<file path="src/rtl/interpo_coef_reader_if.sv">
// Bus bundle for the coefficient reader: run control, Avalon-MM read port to the
// coefficient RAM, and the sop/eop framed coefficient stream.
interface interpo_coef_reader_if #(
   parameter int DATA_W = 32,
   parameter int ADDR_W = 6
);
   logic              start;
   logic [ADDR_W-1:0] start_base;
   logic [ADDR_W:0]   start_count;
   logic              abort;
   logic              busy;
   logic              done;
   logic              err;

   logic [ADDR_W-1:0] m_address;
   logic              m_chipselect;
   logic [3:0]        m_byteenable;
   logic              m_write;
   logic [DATA_W-1:0] m_readdata;

   logic [DATA_W-1:0] coef_data;
   logic              coef_valid;
   logic              coef_ready;
   logic              coef_sop;
   logic              coef_eop;

   modport master (
      input  start, start_base, start_count, abort, m_readdata, coef_ready,
      output busy, done, err, m_address, m_chipselect, m_byteenable, m_write,
             coef_data, coef_valid, coef_sop, coef_eop
   );

   modport slave (
      output start, start_base, start_count, abort, m_readdata, coef_ready,
      input  busy, done, err, m_address, m_chipselect, m_byteenable, m_write,
             coef_data, coef_valid, coef_sop, coef_eop
   );
endinterface

</file>
<file path="src/rtl/interpo_coef_reader.sv">
// Avalon-MM read master: fetches a wrapped run of coefficients from the RAM and
// streams them out through a small first-word-fall-through buffer with sop/eop framing.
module interpo_coef_reader #(
   parameter int DATA_W       = 32,
   parameter int ADDR_W       = 6,
   parameter int DEPTH        = 40,
   parameter int READ_LATENCY = 1,
   parameter int FIFO_DEPTH   = 4
) (
   input logic                   clk,
   input logic                   reset_n,
   interpo_coef_reader_if.master bus
);
   localparam logic [1:0] S_IDLE  = 2'd0;
   localparam logic [1:0] S_RUN   = 2'd1;
   localparam logic [1:0] S_FLUSH = 2'd2;

   localparam int PTR_W = $clog2(FIFO_DEPTH);
   localparam int CNT_W = PTR_W + 1;

   logic [1:0]              state_q, state_d;
   logic [ADDR_W-1:0]       addr_q, addr_d;
   logic [ADDR_W:0]         count_q, count_d;
   logic [ADDR_W:0]         issued_q, issued_d;
   logic [ADDR_W:0]         out_idx_q, out_idx_d;
   logic [CNT_W-1:0]        inflight_q, inflight_d;
   logic [READ_LATENCY-1:0] ret_pipe_q;
   logic [PTR_W:0]          wr_ptr_q, wr_ptr_d;
   logic [PTR_W:0]          rd_ptr_q, rd_ptr_d;
   logic                    done_q, done_d;
   logic                    err_q, err_d;
   logic [DATA_W-1:0]       fifo_mem [FIFO_DEPTH];

   logic              run;
   logic              ret_vld;
   logic [CNT_W-1:0]  fifo_used;
   logic              fifo_empty;
   logic              issue;
   logic              push;
   logic              pop;
   logic              xfer;
   logic              is_eop;
   logic [DATA_W-1:0] head;
   logic [ADDR_W:0]   clamped_count;

   assign run        = (state_q == S_RUN);
   assign ret_vld    = ret_pipe_q[READ_LATENCY-1];
   assign fifo_used  = wr_ptr_q - rd_ptr_q;
   assign fifo_empty = (fifo_used == '0);

   // Words buffered plus words still in the RAM pipe never exceed the buffer size,
   // so every returning word is guaranteed a slot.
   assign issue = run && !bus.abort && (issued_q < count_q) &&
                  (({1'b0, fifo_used} + {1'b0, inflight_q}) < (CNT_W+1)'(FIFO_DEPTH));

   // Returning data is presented directly when the buffer is empty.
   assign bus.coef_valid = run && (!fifo_empty || ret_vld);
   assign head           = fifo_empty ? bus.m_readdata : fifo_mem[rd_ptr_q[PTR_W-1:0]];
   assign xfer           = bus.coef_valid && bus.coef_ready;
   assign push           = run && ret_vld && !(fifo_empty && bus.coef_ready);
   assign pop            = run && !fifo_empty && bus.coef_ready;
   assign is_eop         = (out_idx_q == count_q - (ADDR_W+1)'(1));

   assign clamped_count = (bus.start_count > (ADDR_W+1)'(DEPTH)) ? (ADDR_W+1)'(DEPTH)
                                                                : bus.start_count;

   // NOTE: every signal written here gets a default first so no path infers a latch.
   always_comb begin
      state_d    = state_q;
      addr_d     = addr_q;
      count_d    = count_q;
      issued_d   = issued_q;
      out_idx_d  = out_idx_q;
      wr_ptr_d   = wr_ptr_q + (PTR_W+1)'(push);
      rd_ptr_d   = rd_ptr_q + (PTR_W+1)'(pop);
      inflight_d = inflight_q + CNT_W'(issue) - CNT_W'(ret_vld);
      done_d     = 1'b0;
      err_d      = 1'b0;

      case (state_q)
         S_IDLE: begin
            if (bus.start) begin
               if ({1'b0, bus.start_base} >= (ADDR_W+1)'(DEPTH)) begin
                  done_d = 1'b1;
                  err_d  = 1'b1;
               end else if (bus.start_count == '0) begin
                  done_d = 1'b1;
               end else begin
                  state_d   = S_RUN;
                  addr_d    = bus.start_base;
                  count_d   = clamped_count;
                  issued_d  = '0;
                  out_idx_d = '0;
               end
            end
         end

         S_RUN: begin
            if (issue) begin
               issued_d = issued_q + (ADDR_W+1)'(1);
               addr_d   = (addr_q == ADDR_W'(DEPTH - 1)) ? '0 : addr_q + ADDR_W'(1);
            end
            if (xfer) out_idx_d = out_idx_q + (ADDR_W+1)'(1);

            // The eop transfer takes precedence over a simultaneous abort.
            if (xfer && is_eop) begin
               state_d = S_IDLE;
               done_d  = 1'b1;
            end else if (bus.abort) begin
               state_d  = S_FLUSH;
               wr_ptr_d = '0;
               rd_ptr_d = '0;
            end
         end

         S_FLUSH: begin
            if (inflight_q == '0) begin
               state_d = S_IDLE;
               done_d  = 1'b1;
               err_d   = 1'b1;
            end
         end

         default: state_d = S_IDLE;
      endcase
   end

   // NOTE: sequential state uses non-blocking assignments so every register samples
   // the pre-edge values regardless of statement order.
   always_ff @(posedge clk or negedge reset_n) begin
      if (!reset_n) begin
         state_q    <= S_IDLE;
         addr_q     <= '0;
         count_q    <= '0;
         issued_q   <= '0;
         out_idx_q  <= '0;
         inflight_q <= '0;
         ret_pipe_q <= '0;
         wr_ptr_q   <= '0;
         rd_ptr_q   <= '0;
         done_q     <= 1'b0;
         err_q      <= 1'b0;
      end else begin
         state_q    <= state_d;
         addr_q     <= addr_d;
         count_q    <= count_d;
         issued_q   <= issued_d;
         out_idx_q  <= out_idx_d;
         inflight_q <= inflight_d;
         wr_ptr_q   <= wr_ptr_d;
         rd_ptr_q   <= rd_ptr_d;
         done_q     <= done_d;
         err_q      <= err_d;
         ret_pipe_q[0] <= issue;
         for (int i = 1; i < READ_LATENCY; i++) ret_pipe_q[i] <= ret_pipe_q[i-1];
      end
   end

   // NOTE: buffer storage is not reset; the pointers alone decide which entries are live.
   always_ff @(posedge clk) begin
      if (push) fifo_mem[wr_ptr_q[PTR_W-1:0]] <= bus.m_readdata;
   end

   assign bus.busy         = (state_q != S_IDLE);
   assign bus.done         = done_q;
   assign bus.err          = err_q;
   assign bus.m_address    = addr_q;
   assign bus.m_chipselect = issue;
   assign bus.m_byteenable = 4'hF;
   assign bus.m_write      = 1'b0;
   assign bus.coef_data    = bus.coef_valid ? head : '0;
   assign bus.coef_sop     = bus.coef_valid && (out_idx_q == '0);
   assign bus.coef_eop     = bus.coef_valid && is_eop;
endmodule

</file>
<file path="src/flat_wrapper.sv">
// flat-port wrapper written by rule: the top's interface ports become plain ports
module interpo_coef_reader_flat 
#(
   parameter int DATA_W       = 32,
   parameter int ADDR_W       = 6,
   parameter int DEPTH        = 40,
   parameter int READ_LATENCY = 1,
   parameter int FIFO_DEPTH   = 4
)
  (clk, reset_n, bus_start, bus_start_base, bus_start_count, bus_abort, bus_m_readdata, bus_coef_ready, bus_busy, bus_done, bus_err, bus_m_address, bus_m_chipselect, bus_m_byteenable, bus_m_write, bus_coef_data, bus_coef_valid, bus_coef_sop, bus_coef_eop);
  interpo_coef_reader_if #(.DATA_W(DATA_W), .ADDR_W(ADDR_W)) bus_i ();
  input logic clk;
  input logic reset_n;
  input wire logic [$bits(bus_i.start)-1:0] bus_start;
  input wire logic [$bits(bus_i.start_base)-1:0] bus_start_base;
  input wire logic [$bits(bus_i.start_count)-1:0] bus_start_count;
  input wire logic [$bits(bus_i.abort)-1:0] bus_abort;
  input wire logic [$bits(bus_i.m_readdata)-1:0] bus_m_readdata;
  input wire logic [$bits(bus_i.coef_ready)-1:0] bus_coef_ready;
  output wire logic [$bits(bus_i.busy)-1:0] bus_busy;
  output wire logic [$bits(bus_i.done)-1:0] bus_done;
  output wire logic [$bits(bus_i.err)-1:0] bus_err;
  output wire logic [$bits(bus_i.m_address)-1:0] bus_m_address;
  output wire logic [$bits(bus_i.m_chipselect)-1:0] bus_m_chipselect;
  output wire logic [$bits(bus_i.m_byteenable)-1:0] bus_m_byteenable;
  output wire logic [$bits(bus_i.m_write)-1:0] bus_m_write;
  output wire logic [$bits(bus_i.coef_data)-1:0] bus_coef_data;
  output wire logic [$bits(bus_i.coef_valid)-1:0] bus_coef_valid;
  output wire logic [$bits(bus_i.coef_sop)-1:0] bus_coef_sop;
  output wire logic [$bits(bus_i.coef_eop)-1:0] bus_coef_eop;
  assign bus_i.start = bus_start;
  assign bus_i.start_base = bus_start_base;
  assign bus_i.start_count = bus_start_count;
  assign bus_i.abort = bus_abort;
  assign bus_i.m_readdata = bus_m_readdata;
  assign bus_i.coef_ready = bus_coef_ready;
  assign bus_busy = bus_i.busy;
  assign bus_done = bus_i.done;
  assign bus_err = bus_i.err;
  assign bus_m_address = bus_i.m_address;
  assign bus_m_chipselect = bus_i.m_chipselect;
  assign bus_m_byteenable = bus_i.m_byteenable;
  assign bus_m_write = bus_i.m_write;
  assign bus_coef_data = bus_i.coef_data;
  assign bus_coef_valid = bus_i.coef_valid;
  assign bus_coef_sop = bus_i.coef_sop;
  assign bus_coef_eop = bus_i.coef_eop;
  interpo_coef_reader #(.DATA_W(DATA_W), .ADDR_W(ADDR_W), .DEPTH(DEPTH), .READ_LATENCY(READ_LATENCY), .FIFO_DEPTH(FIFO_DEPTH)) u_core (.clk(clk), .reset_n(reset_n), .bus(bus_i));
endmodule
</file>
<file path="config.mk">
export PLATFORM = sky130hd
export DESIGN_NAME = interpo_coef_reader_flat
export DESIGN_NICKNAME = d
export VERILOG_FILES = /design/src/rtl/interpo_coef_reader_if.sv /design/src/rtl/interpo_coef_reader.sv /design/src/flat_wrapper.sv
export SDC_FILE = /design/constraint.sdc
export NUM_CORES = 1
export LEC_CHECK = 0
export ABC_CLOCK_PERIOD_IN_PS = 15300
export CORE_MARGIN = 4
export CORE_UTILIZATION = 45
export DETAILED_ROUTE_END_ITERATION = 6
export GPL_ROUTABILITY_DRIVEN = 1
export PLACE_DENSITY_LB_ADDON = 0.1
export SLEW_MARGIN = 20
export SYNTH_ARGS = -nofsm -noshare
export SYNTH_HDL_FRONTEND = slang
export SYNTH_SLANG_ARGS = --single-unit
</file>
<file path="constraint.sdc">
create_clock -name clk -period 15.3 [get_ports clk]
set_input_delay 1.53 -clock clk [delete_from_list [all_inputs] [get_ports clk]]
set_output_delay 1.53 -clock clk [all_outputs]
set_load 0.05 [all_outputs]
</file>
# [Word level (Yosys, flattened, before mapping)]
# Memory sizes are Yosys's and may differ from the RTL's.
# Cells that the tools add are included.
[word_totals] ff_bits=41 ramBits=128 inputBits=50 output_inout_bits=50 elab_cells=107 memories=1
[mem_list] name="u_core.fifo_mem" words=4 width=32 rd=1 rd_clocked_by_memory_dff=0 wr=1 line="interpo_coef_reader.sv:32" rtl="logic [DATA_W-1:0] fifo_mem [FIFO_DEPTH];"
[op_classes] n_addsub=10 order_cmp=4 eq_ne=11 muxes=40 n_bitwise=2 reduce_logical=28
[op_table] op="$mux 32" n=2
[op_table] op="$mux 7" n=6
[op_table] op="$mux 6" n=5
[op_table] op="$pmux 7 s2" n=2
[op_table] op="$mux 3" n=6
[op_table] op="$reduce_and 5->1" n=3
[op_table] op="$add 7x1->7 const B" n=2
[op_table] op="$logic_not 7->1" n=2
[op_table] op="$logic_and 1x1->1" n=13
[op_table] op="$mux 2" n=6
[op_table] op="$pmux 6 s2" n=1
[op_table] op="$ne 2x2->1 const B" n=5
[op_table] op="$add 3x1->3" n=3
[op_table] op="$mux 1" n=9
[op_table] op="$eq 7x7->1" n=1
[op_table] op="$gt 7x6->1 const B" n=1
[op_table] op="$lt 7x7->1" n=1
[op_table] op="$sub 7x1->7 const B" n=1
[op_table] op="$add 6x1->6 const B" n=1
[op_table] op="$eq 6x6->1 const B" n=1
[op_table] op="$ge 6x6->1 const B" n=1
[op_table] op="$logic_not 3->1" n=2
[op_table] op="$pmux 2 s3" n=1
[op_table] op="$add 3x3->4" n=1
[op_table] op="other kinds (15)" n=19

# [Depth between registers and ports, before layout]
[logic_depth] word_depth=9 mapped_depth=16 ltp_nobuf=14

# [Least setup slack after synthesis]
# Ideal clock, no wire load.
[synth_timing] kind="reg2out" startpoint="reg u_core.rd_ptr_q[1]" endpoint="out bus_coef_sop" t_arrival_ps=3674 setup_slack_ps=10096 stages_incl_launch_ff=10 path_buffers=3 path_cell_list="dfrtp_1 -> clkbuf_1 -> clkbuf_1 -> inv_1 -> fa_1 -> xnor3_1 -> or3b_2 -> clkbuf_1 -> o21ai_0 -> nor4_1"
[synth_between] elab_chain_cells=6
[synth_rtl] item="from (decl)" line="interpo_coef_reader.sv:29" rtl="logic [PTR_W:0] rd_ptr_q, rd_ptr_d;"
[synth_rtl] item="from (signal assigned)" line="interpo_coef_reader.sv:151" rtl="rd_ptr_q <= rd_ptr_d;"
[synth_rtl] item="$sub 3x3->3" line="interpo_coef_reader.sv:48" rtl="assign fifo_used = wr_ptr_q - rd_ptr_q;"
[synth_rtl] item="$logic_not 3->1" line="interpo_coef_reader.sv:49" rtl="assign fifo_empty = (fifo_used == '0);"
[synth_rtl] item="$logic_not 1->1" line="interpo_coef_reader.sv:57" rtl="assign bus.coef_valid = run && (!fifo_empty || ret_vld);"
[synth_rtl] item="$logic_or 1x1->1" line="interpo_coef_reader.sv:57"
[synth_rtl] item="$logic_and 1x1->1" line="interpo_coef_reader.sv:57"
[synth_rtl] item="$logic_and 1x1->1" line="interpo_coef_reader.sv:172" rtl="assign bus.coef_sop = bus.coef_valid && (out_idx_q == '0);"
[synth_rtl] item="to (decl)" line="flat_wrapper.sv:29" rtl="output wire logic [$bits(bus_i.coef_sop)-1:0] bus_coef_sop;"
# Every way passes these cells.

# [Final worst setup path]
[layout_timing] startpoint="reg u_core.rd_ptr_q[1]" endpoint="out bus_coef_eop"
[layout_between] elab_chain_cells=6
[layout_rtl] item="$sub 3x3->3" line="interpo_coef_reader.sv:48"
[layout_rtl] item="$logic_not 3->1" line="interpo_coef_reader.sv:49"
[layout_rtl] item="$logic_not 1->1" line="interpo_coef_reader.sv:57"
[layout_rtl] item="$logic_or 1x1->1" line="interpo_coef_reader.sv:57"
[layout_rtl] item="$logic_and 1x1->1" line="interpo_coef_reader.sv:57"
[layout_rtl] item="$logic_and 1x1->1" line="interpo_coef_reader.sv:173" rtl="assign bus.coef_eop = bus.coef_valid && is_eop;"
[layout_rtl] item="to (decl)" line="flat_wrapper.sv:30" rtl="output wire logic [$bits(bus_i.coef_eop)-1:0] bus_coef_eop;"
# Every way passes these cells.

==> impl_metrics.py <==
metrics = {
    "clock_network": {
        "clk_path_buf_depth": 2,
        "post-cts-setup-buffers": 0,
        "post_cts_resized": 0,
        "cts.sinks": 169,
        "cts_tree": "done",
        "htreeDepth": 4,
        "clk_latency_ns": 0.42,
        "cts_buffers": 17,
        "clock-root-buffer": "clkbuf_16",
        "holdBufCountCts": 0,
        "path_clk_slew_ns": 0.06,
    },
    "final_layout": {
        "post_layout_nonfiller_instances": 881,
        "fin_nets": 720,
        "final_cell_area_um2": 9408,
        "fill_cells": 1361,
        "seq_area_um2": 4872,
        "antenna_cells": 0,
        "area_growth_pct": 21.29,
        "multi_input_area_um2": 2676,
        "drive_gt1_share_pct": 12.86,
    },
    "place": {
        "dp_cells": 849,
        "dpl.hpwl_um": 10990,
        "place_congestion": 0.8620,
        "numPortBuffers": 94,
        "place_area_um2": 8906,
    },
    "yosys": {
        "avgSynthCellArea_um2": 13.88,
        "synth_top_cell_by_area": "edfxtp_1",
        "ys_types": 58,
        "ys.flop_type": "edfxtp_1",
        "synth_most_common_cell": "edfxtp_1",
        "synth_top_area_share_pct": 49.56,
        "ys.warnings.count": 0,
        "ys_seq_elements": 169,
        "ys_async_sr_fraction_pct": 24.26,
        "synth_common_cells": "edfxtp_1, a21oi_1, nand2_1, nand3_1, dfrtp_1",
        "syn-cell-area_um2": 7756,
        "synth_cells": 559,
        "synth.yosys.seq_area_share_pct": 62.78,
        "synth_edf_count": 128,
        "synthTopCellsByArea": "edfxtp_1, dfrtp_1, mux4_2",
    },
    "timing": {
        "slew_violations": 0,
        "tightest_slew_ns": 0.9485,
        "finalSetupTns_ns": 0,
        "period_needed_ns": 6.269,
        "period_share_pct": 40.97,
        "finalHoldViolCount": 0,
        "timing.slew.headroom_pct": 36.77,
        "rsz0062_at_grt": "no",
        "setup_viol": 0,
        "holdWs_ns": 0.5549,
        "final.setup_skew_ns": 0.008033,
        "clock.fmax_mhz": 159.5,
    },
    "detailed_routing": {
        "postRouteAntennaNets": 0,
        "wirelength_um": 17520,
        "vias_per_cell": 5.657,
        "vias": 4984,
        "dr.pass1.iters": 4,
        "wire_per_inst_um": 19.89,
        "drt_iter0_drc": 273,
        "drc": 0,
    },
    "floorplanning": {
        "dieArea_um2": 19400,
        "core_area_um2": 16760,
        "dieHeight_um": 139.3,
        "io-pin-count": 100,
        "row_count": 47,
        "start_util_pct": 46.28,
        "die_x_um": 139.3,
    },
    "global_route": {
        "grtUsageTotal_pct": 18.81,
        "first_global_vias": 5333,
        "overflow": 0,
        "grt_pass1_wl_um": 28590,
        "grt_max_degree": 42,
        "antenna_found_initial": 0,
    },
    "pwr": {
        "p_clk_share_pct": 22.9,
        "combPwrFrac_pct": 40.9,
        "power_switching_share_pct": 39.55,
        "p_seq_share_pct": 36.2,
        "total_power_mw": 1.626,
        "p_per_area_nw_per_um2": 172.8,
        "p_leak_nw": 3.296,
        "p_int_mw": 0.9827,
        "ir_drop_mv": 0.08789,
        "p_sw_mw": 0.6431,
    },
    "worst_hold_path": {
        "hp-class": "register to register",
        "min_from": "u_core.inflight_q[0]$_DFF_PN0_",
        "min_to": "u_core.inflight_q[0]$_DFF_PN0_",
        "holdPathStages": 1,
    },
    "worst_setup_path": {
        "r2r_slack_ns": 11.00,
        "r2r_cells": 12,
        "crit_fanout": 35,
        "r2r_start": "u_core.rd_ptr_q[1]$_DFF_PN0_",
        "arrival_ns": 4.74,
        "worstSetupEndpointType": "output port",
        "startpoint_type": "register",
        "crit_required_ns": 13.77,
        "crit_type": "register to output port",
        "worstReg2RegEnd": "u_core.inflight_q[2]$_DFF_PN0_",
    },
    "run": {
        "cap_violations": 0,
    },
    "run_status": {
        "status": "complete, no violations",
    },
}
[through the flow]
step / setup WS [ns] / utilization, %
finish: 9.031 / 56.13
detailed placement: 9.357 / 53.14
global placement: 9.487 / 53.09
global route: 8.710 / 56.13
floorplan: 10.10 / -
CTS: 8.927 / 56.13
[cells by family (layout without fill, tap and decap cells)]
family	Yosys count	in the layout	synth area share, %
compound gates	101	101	8.098
xor+xnor	16	16	2.162
fa+ha+maj	22	22	3.743
buf+inv	56	155	3.210
flops	169	169	62.78
mux	33	33	9.421
other cells	2	5	0.09683
simple gates	160	160	10.49
[worst max-delay path by stage]
| stage | startpoint | to | depth (start not counted) |
|---|---|---|---|
| global placement | u_core.rd_ptr_q[1]$_DFF_PN0_ | bus_coef_eop | 7 |
| CTS | u_core.rd_ptr_q[1]$_DFF_PN0_ | bus_coef_sop | 7 |
| finish | u_core.rd_ptr_q[1]$_DFF_PN0_ | bus_coef_eop | 7 |
| global route | u_core.rd_ptr_q[1]$_DFF_PN0_ | bus_coef_sop | 7 |
| detailed placement | u_core.rd_ptr_q[1]$_DFF_PN0_ | bus_coef_sop | 7 |
| floorplan | u_core.rd_ptr_q[1]$_DFF_PN0_ | bus_coef_sop | 9 |
[state kept, by name, indices dropped and copies added (netlist names), 2 cells and up]
register              cells
u_core.bus.m_address      6
u_core.count_q            7
u_core.fifo_mem         128
u_core.inflight_q         3
u_core.issued_q           7
u_core.out_idx_q          7
u_core.rd_ptr_q           3
u_core.state_q            2
u_core.wr_ptr_q           3
[cell usage in the layout, fill, tap and decap left out, types with 3 or more instances in the layout]
master,count
edfxtp_1,128
clkdlybuf4s50_1,93
a21oi_1,47
nand2_1,44
nand3_1,42
dfrtp_1,39
mux4_2,32
ha_1,20
inv_1,18
nor2_1,18
clkbuf_16,17
o21ai_0,16
xnor2_1,11
buf_4,10
nor3_1,7
clkinv_2,6
clkbuf_1,6
and2_1,5
or3_1,5
o31ai_1,5
conb_1,5
a21o_1,4
nand4_1,4
nor4_1,4
nor3b_1,4
o211ai_1,4
nor2b_1,4
or4_1,4
a21boi_0,4
nand2b_1,3
nor3b_2,3
and3_1,3
xor2_1,3
[worst max-delay path, cell delays in order (launching register included)]
cell,delay (ns)
dfrtp_2,0.96
inv_1,0.15
fa_1,0.47
xnor3_1,0.25
or3b_2,0.83
o21ai_0,0.77
nor3_1,0.13
clkdlybuf4s50_1,0.73
[per-layer routing]
| metal | track usage, % | up-vias | wire length (um) |
|---|---|---|---|
| li1 | - | 2311 | - |
| met1 | 25.10 | 2516 | 7698 |
| met2 | 30.28 | 135 | 8611 |
| met3 | 4.322 | 22 | 859 |
| met4 | 7.158 | 0 | 353 |
| met5 | 0 | - | 0 |
[area by class of cell]
type                            count  share of cell area [%]
Sequential cell                   169                   51.79
Multi-Input combinational cell    337                   28.45
Timing Repair Buffer              104                   10.75
Clock buffer                       23                   4.761
Tap cell                          220                   2.926
Inverter                           19                  0.7581
Clock inverter                      9                  0.5719
[power by group through the flow]
stage	clock, mW	combinational (mW)	sequential [mW]
after floorplan	0	0.463	0.594
after global placement	0	0.660	0.598
after detailed placement	0	0.670	0.599
after CTS	0.382	0.672	0.590
after global routing	0.402	0.720	0.597
final	0.372	0.664	0.589
(Power assumes the default switching activity.)
